File: src/rtl/pipe_ctrl.sv
// Pipeline hazard controller: resolves redirects, load-use, divide and bus-wait stalls,
// and keeps a saturating count of stalled cycles.
module pipe_ctrl #(
  parameter int unsigned BUS_TIMEOUT = 16  // legal range 2..255
) (
  input  logic        clk,
  input  logic        rstn,
  input  logic        jump_en_i,
  input  logic [31:0] jump_addr_i,
  input  logic        load_use_i,
  input  logic        div_req_i,
  input  logic        div_done_i,
  input  logic        mem_req_i,
  input  logic        mem_ack_i,
  output logic        jump_en_o,
  output logic [31:0] jump_addr_o,
  output logic        stall_pc_o,
  output logic        stall_if_id_o,
  output logic        stall_id_ex_o,
  output logic        flush_if_id_o,
  output logic        flush_id_ex_o,
  output logic        div_start_o,
  output logic        bus_err_o,
  output logic [31:0] stall_cnt_o
);

  typedef enum logic [1:0] {
    StIdle,
    StDiv,
    StBus
  } state_e;

  localparam logic [7:0] WaitLast = 8'(BUS_TIMEOUT - 1);

  state_e      state_q, state_d;
  logic [7:0]  wait_q, wait_d;
  logic [31:0] stall_cnt_q, stall_cnt_d;

  always_comb begin
    state_d       = state_q;
    wait_d        = wait_q;
    jump_en_o     = 1'b0;
    jump_addr_o   = '0;
    stall_pc_o    = 1'b0;
    stall_if_id_o = 1'b0;
    stall_id_ex_o = 1'b0;
    flush_if_id_o = 1'b0;
    flush_id_ex_o = 1'b0;
    div_start_o   = 1'b0;
    bus_err_o     = 1'b0;

    unique case (state_q)
      StIdle: begin
        if (jump_en_i) begin
          jump_en_o     = 1'b1;
          jump_addr_o   = jump_addr_i;
          flush_if_id_o = 1'b1;
          flush_id_ex_o = 1'b1;
        end else if (div_req_i) begin
          div_start_o   = 1'b1;
          stall_pc_o    = 1'b1;
          stall_if_id_o = 1'b1;
          stall_id_ex_o = 1'b1;
          state_d       = StDiv;
        end else if (mem_req_i && !mem_ack_i) begin
          stall_pc_o    = 1'b1;
          stall_if_id_o = 1'b1;
          stall_id_ex_o = 1'b1;
          wait_d        = '0;
          state_d       = StBus;
        end else if (load_use_i) begin
          // Bubble into EX while the load completes; ID holds the consumer.
          stall_pc_o    = 1'b1;
          stall_if_id_o = 1'b1;
          flush_id_ex_o = 1'b1;
        end
      end

      StDiv: begin
        if (div_done_i) begin
          state_d = StIdle;
        end else begin
          stall_pc_o    = 1'b1;
          stall_if_id_o = 1'b1;
          stall_id_ex_o = 1'b1;
        end
      end

      StBus: begin
        if (mem_ack_i) begin
          state_d = StIdle;
        end else if (wait_q == WaitLast) begin
          // Abort: drop the stalled memory op from EX and let the pipe run on.
          bus_err_o     = 1'b1;
          flush_id_ex_o = 1'b1;
          state_d       = StIdle;
        end else begin
          stall_pc_o    = 1'b1;
          stall_if_id_o = 1'b1;
          stall_id_ex_o = 1'b1;
          wait_d        = wait_q + 8'd1;
        end
      end

      default: state_d = StIdle;
    endcase

    // Outputs are released the instant reset asserts, even mid-operation.
    if (!rstn) begin
      jump_en_o     = 1'b0;
      jump_addr_o   = '0;
      stall_pc_o    = 1'b0;
      stall_if_id_o = 1'b0;
      stall_id_ex_o = 1'b0;
      flush_if_id_o = 1'b0;
      flush_id_ex_o = 1'b0;
      div_start_o   = 1'b0;
      bus_err_o     = 1'b0;
    end
  end

  always_comb begin
    stall_cnt_d = stall_cnt_q;
    if (stall_pc_o && (stall_cnt_q != 32'hFFFF_FFFF)) begin
      stall_cnt_d = stall_cnt_q + 32'd1;
    end
  end

  always_ff @(posedge clk or negedge rstn) begin
    if (!rstn) begin
      state_q     <= StIdle;
      wait_q      <= '0;
      stall_cnt_q <= '0;
    end else begin
      state_q     <= state_d;
      wait_q      <= wait_d;
      stall_cnt_q <= stall_cnt_d;
    end
  end

  assign stall_cnt_o = stall_cnt_q;

  a_id_ex_excl: assert property (@(posedge clk) disable iff (!rstn)
    !(flush_id_ex_o && stall_id_ex_o));
  a_if_id_excl: assert property (@(posedge clk) disable iff (!rstn)
    !(flush_if_id_o && stall_if_id_o));
  a_addr_zero: assert property (@(posedge clk) disable iff (!rstn)
    !jump_en_o |-> (jump_addr_o == '0));
  a_start_pulse: assert property (@(posedge clk) disable iff (!rstn)
    div_start_o |=> !div_start_o);

endmodule

File: config.mk
export PLATFORM = sky130hd
export DESIGN_NAME = pipe_ctrl
export DESIGN_NICKNAME = d
export VERILOG_FILES = /design/src/rtl/pipe_ctrl.sv
export SDC_FILE = /design/constraint.sdc
export NUM_CORES = 1
export LEC_CHECK = 0
export BUFFER_PORTS_ARGS = -buffer_cell sky130_fd_sc_hd__buf_2
export CAP_MARGIN = 30
export CORE_AREA = 5 5 76 78
export CTS_CLUSTER_DIAMETER = 150
export DETAILED_ROUTE_END_ITERATION = 6
export DIE_AREA = 0 0 81 83
export GPL_TIMING_DRIVEN = 0
export PLACE_DENSITY_LB_ADDON = 0.05
export SYNTH_ARGS = -nofsm -noshare
export SYNTH_HDL_FRONTEND = slang
export SYNTH_SLANG_ARGS = --single-unit
File: constraint.sdc
create_clock -name clk -period 3.4 [get_ports clk]
set_input_delay 0 -clock clk [delete_from_list [all_inputs] [get_ports clk]]
set_output_delay 0 -clock clk [all_outputs]
set_load 0.005 [all_outputs]
# [Word level (Yosys, flattened, before mapping)]
# Index checks and enable logic that the tools add are counted.
[totals] ff_bits=42 in_bits=40 wordCells=70
[op_classes] addsub=2 n_eq_ne=12 muxes=46 n_reduce_logical=7
[ops] operator="$mux W32" n=3
[ops] operator="$mux W8" n=5
[ops] operator="$add A32 B1 Y32 const B" n=1
[ops] operator="$ne A32 B32 Y1 const B" n=1
[ops] operator="$mux W1" n=27
[ops] operator="$pmux W8 S2" n=1
[ops] operator="$mux W2" n=6
[ops] operator="$ne A2 B2 Y1 const B" n=6
[ops] operator="$add A8 B1 Y8 const B" n=1
[ops] operator="$eq A8 B4 Y1 const B" n=1
[ops] operator="$ne A3 B3 Y1 const B" n=2
[ops] operator="$pmux W1 S3" n=2
[ops] operator="$pmux W2 S3" n=1
[ops] operator="$reduce_and A6 Y1" n=1
[ops] operator="$reduce_and A4 Y1" n=1
[ops] operator="$eq A2 B1 Y1 const B" n=1
[ops] operator="$eq A2 B2 Y1 const B" n=1
[ops] operator="$logic_and A1 B1 Y1" n=2
[ops] operator="$logic_not A2 Y1" n=1
[ops] operator="$pmux W1 S2" n=1
[ops] operator="$reduce_bool A2 Y1" n=1
[ops] operator="$logic_not A1 Y1" n=1

# [Logic depth before layout (Yosys ltp)]
[depth] word_depth=8 depth_mapped=7

# [Worst setup path before layout]
# No wires, ideal clock.
[synth_timing] path_kind="register -> register" from="register stall_cnt_q[0], in the netlist stall_cnt_o[0]" to="register stall_cnt_q[30], in the netlist stall_cnt_o[30]" arrival_ns=1.754 t_required_ns=3.276 setup_slack_ns=1.522 path_stages_with_launch=8 n_path_buf=1 synth_period_minus_slack_ns=1.878 path_cell_list="dfrtp_1 ha_1 and3_1 clkbuf_1 nand4_1 a311oi_4 nand4_1 xnor2_1"
[synth_via] elab_chain_len=2
[synth_lines] element="from (decl)" line="37" source="logic [31:0] stall_cnt_q, stall_cnt_d;"
[synth_lines] element="from (signal assigned)" line="137" source="stall_cnt_q <= stall_cnt_d;"
[synth_lines] element="branches (longest 2 deep; another with $add A32 B1 Y32)"
# Parallel ways; which one is timed is not known.
# A chain may end at the register's enable or synchronous reset.

# [Worst setup path in the final report]
[layout_timing] from="input port rstn" to="output port jump_addr_o[26]"
[layout_via] elab_chain_len=1
[layout_lines] element="from (decl)" line="7" source="input logic rstn,"
[layout_lines] element="$mux W32" line="109" source="if (!rstn) begin"
[layout_lines] element="to (decl)" line="16" source="output logic [31:0] jump_addr_o,"
# No other way between the ends.

==> key figures <==
Timing
  • Fmax: 449 MHz
  • Worst slew pin tran: 653 ps
  • Final setup violation count: 0
  • Worst rel slew slack: between 50% and 60%
  • Final Hold Vio Count: 0
  • Clock Skew: 5.56 ps
  • Final WS setup: roughly 1200 ps
  • Setup TNS: 0 ps
  • Fin crit share: between 60% and 70%
  • Final Max Tran Viols: 0
  • Min Tclk post-route: 2230 ps
  • Hold_ws: 38.6 ps
  • Unrepaired setup endpoints after global routing: no

GRT
  • Global-route wire length before repair: 10300 um
  • GRT Overall Usage: 18.7%
  • GRT overflow: 0
  • Initial antenna violation count: 0
  • Vias in the first global route: 2267
  • Largest net degree at the start of global routing: 27

Finish
  • Proportion of layout cells with a drive suffix above 1: between 30% and 40%
  • Leading cell types in the layout, fill and taps excluded: 113 x buf_2, 42 x dfrtp_1, 36 x and2_1, 36 x xnor2_1, 23 x nand4_1
  • Final net count: 417
  • Fill cells: 467
  • Ant diodes: 0
  • Area of the multi-input gates: 1280 um2
  • P&R area growth vs syn: 32.7%
  • FF/Latch Area: ~1100 um2
  • Commonest non-fill, non-tap cell in the layout: buf_2

Floorplanning
  • Initial Utilization: 48.2%
  • Core area: 5010 um2
  • Die Area: 6720 um2
  • Die Wd: 81 um
  • Ports: 112
  • Rows: 26
  • Chip height: 83 um

Synth
  • Sequential area share after synthesis: a little over two fifths
  • Net count after synthesis: 296
  • Synthesized area per cell: 9.50 um2
  • Warnings from Yosys: 0
  • Post-Synthesis Cells: 254
  • Async SR Flop Fraction: 100%
  • Post-synth EDFFs: 0
  • Seq cells post-synth: 42
  • Ys flop type: dfrtp_1
  • Synth unique cells: 34
  • Cell Area, Synth: between 2000 and 2500 um2

Worst setup path
  • Arrival time at the worst endpoint: approximately 2200 ps
  • WP data required: between 3000 and 4000 ps
  • Setup slack, reg-to-reg: 1190 ps
  • Critical path type: in2out
  • Top cell by count, worst path: buf_2
  • CP Capture Type: primary output
  • Max incr delay on CP: 520 ps
  • Startpoint types: input pin
  • Crit-path cells: dlygate4sd3_1 -> buf_2 -> buf_12 -> nand2_1 -> nor3_1 -> clkbuf_1 -> and2_1 -> buf_2
  • Max FO, Critical Path: 26
  • Crit-path slowest cell: dlygate4sd3_1

Placement
  • Port Buffers: about 110
  • Detailed Place HPWL: 4850 um
  • Worst slack at placement: ~1200 ps
  • GPL Wtd Cong: 0.820

Clocking
  • Clk slew on worst S/H paths: 70 ps
  • CTS tree: done
  • Clock latency on the worst-skew pair: between 200 and 300 ps
  • Clk buf depth: 2
  • Root buffer selected by CTS: clkbuf_8
  • Depth of the CTS H-tree: 2
  • CTS Buf Count: 5
  • Clock sink total: 42

Routing
  • Per-cell routed wire length: between 10 and 15 um
  • DRT Wirelength: ~6100 um
  • # DRC: 0
  • Drt first pass iters: 4
  • Antenna viol nets, final: 0
  • Via/cell ratio: 5.06
  • Total number of vias: roughly 2.3k
  • Initial DRC Count: 93

Hold path
  • Hold WC Path Type: in2reg

Power
  • Max VDD drop: ~260 uV
  • LEAKAGE: 0.00166 uW
  • PwrDens: around 380 nW/um2

Flow run
  • Max-Cap Viols: 0

Run status
  • Status: complete, no violations
-- through the flow --
step	instance area [um2]	util, %	power (uW)	instances
floorplan	2410	-	716	254
detailed placement	3080	61.4	840	436
CTS	3200	63.9	1230	446
global placement	3060	61.0	831	435
finish	3200	63.9	1210	446
global route	3200	63.9	1280	446
-- critical path, delay by kind of cell --
kind / cells / cell delay [ps]
buffers and inverters: 5 / 1610
AND/OR/NAND/NOR: 3 / 630
-- worst paths after layout --
kind	start	to	cells after the start
max	rstn	jump_addr_o[26]	8
min	div_done_i	state_q[0]	3
max reg2reg	stall_cnt_o[0]	stall_cnt_o[30]	7
min reg2reg	stall_cnt_o[11]	stall_cnt_o[11]	1
max in group asynchronous	rstn	stall_cnt_o[11]	3
min in group asynchronous	rstn	stall_cnt_o[26]	2
-- metal layers --
layer	wire length [um]	track usage (%)	vias up
met3	408	4.11	6
met2	3150	33.8	78
met5	0	0	-
li1	-	-	1124
met4	48	3.99	0
met1	2480	22.2	1049
-- flip-flops by register name (all words and copies together), names as in the netlist --
| signal | flops |
|---|---|
| stall_cnt_o | 32 |
| state_q | 2 |
| wait_q | 8 |
-- cells in the mapped netlist (all sizes together) (4+ instances only) --
cell | count | share of area, %
a21oi | 4 | 0.83
and2 | 36 | 9.3
and3 | 16 | 4.1
buf | 5 | 1.5
clkbuf | 7 | 1.1
dfrtp | 42 | 44
inv | 5 | 0.78
nand2 | 14 | 2.2
nand3 | 17 | 3.5
nand4 | 23 | 6.0
nor2 | 15 | 2.3
nor3 | 6 | 1.2
nor4 | 4 | 1.7
o21ai | 5 | 1.0
xnor2 | 36 | 13
-- cell families (layout without fill, tap and decap cells) --
group | Yosys count | count (layout) | share of synthesized area, %
AO/OA/AOI/OAI | 14 | 14 | 4.61
XOR/XNOR | 36 | 36 | 13.1
adder cells (fa/ha/maj) | 2 | 2 | 1.04
buffers and inverters | 17 | 139 | 3.37
flip-flops | 42 | 42 | 43.5
multiplexers | 2 | 2 | 0.881
AND/OR/NAND/NOR | 141 | 141 | 33.5
-- where the power goes --
part	internal (uW)	switching, uW	total (uW)
combinational	124	109	233
sequential	542	54.2	596
clock	220	164	384
total	885	327	1210
-- layout make-up --
class	instances	area share [%]
repair buffers	114	18.6
clock inverters	1	0.938
flip-flops and latches	42	32.8
well taps	70	2.73
plain buffers	12	1.95
multi-input cells	195	40.0
clock buffers	7	2.38
inverters	5	0.586
-- what timing repair did --
action | 4_1_cts | 5_1_grt
setup buffers | 0 | 0
hold buffers | 2 | 0
hold endpoints to repair | 20 | 0
resized for setup | 0 | 0
No activity file was read; power rests on OpenSTA's default activity.
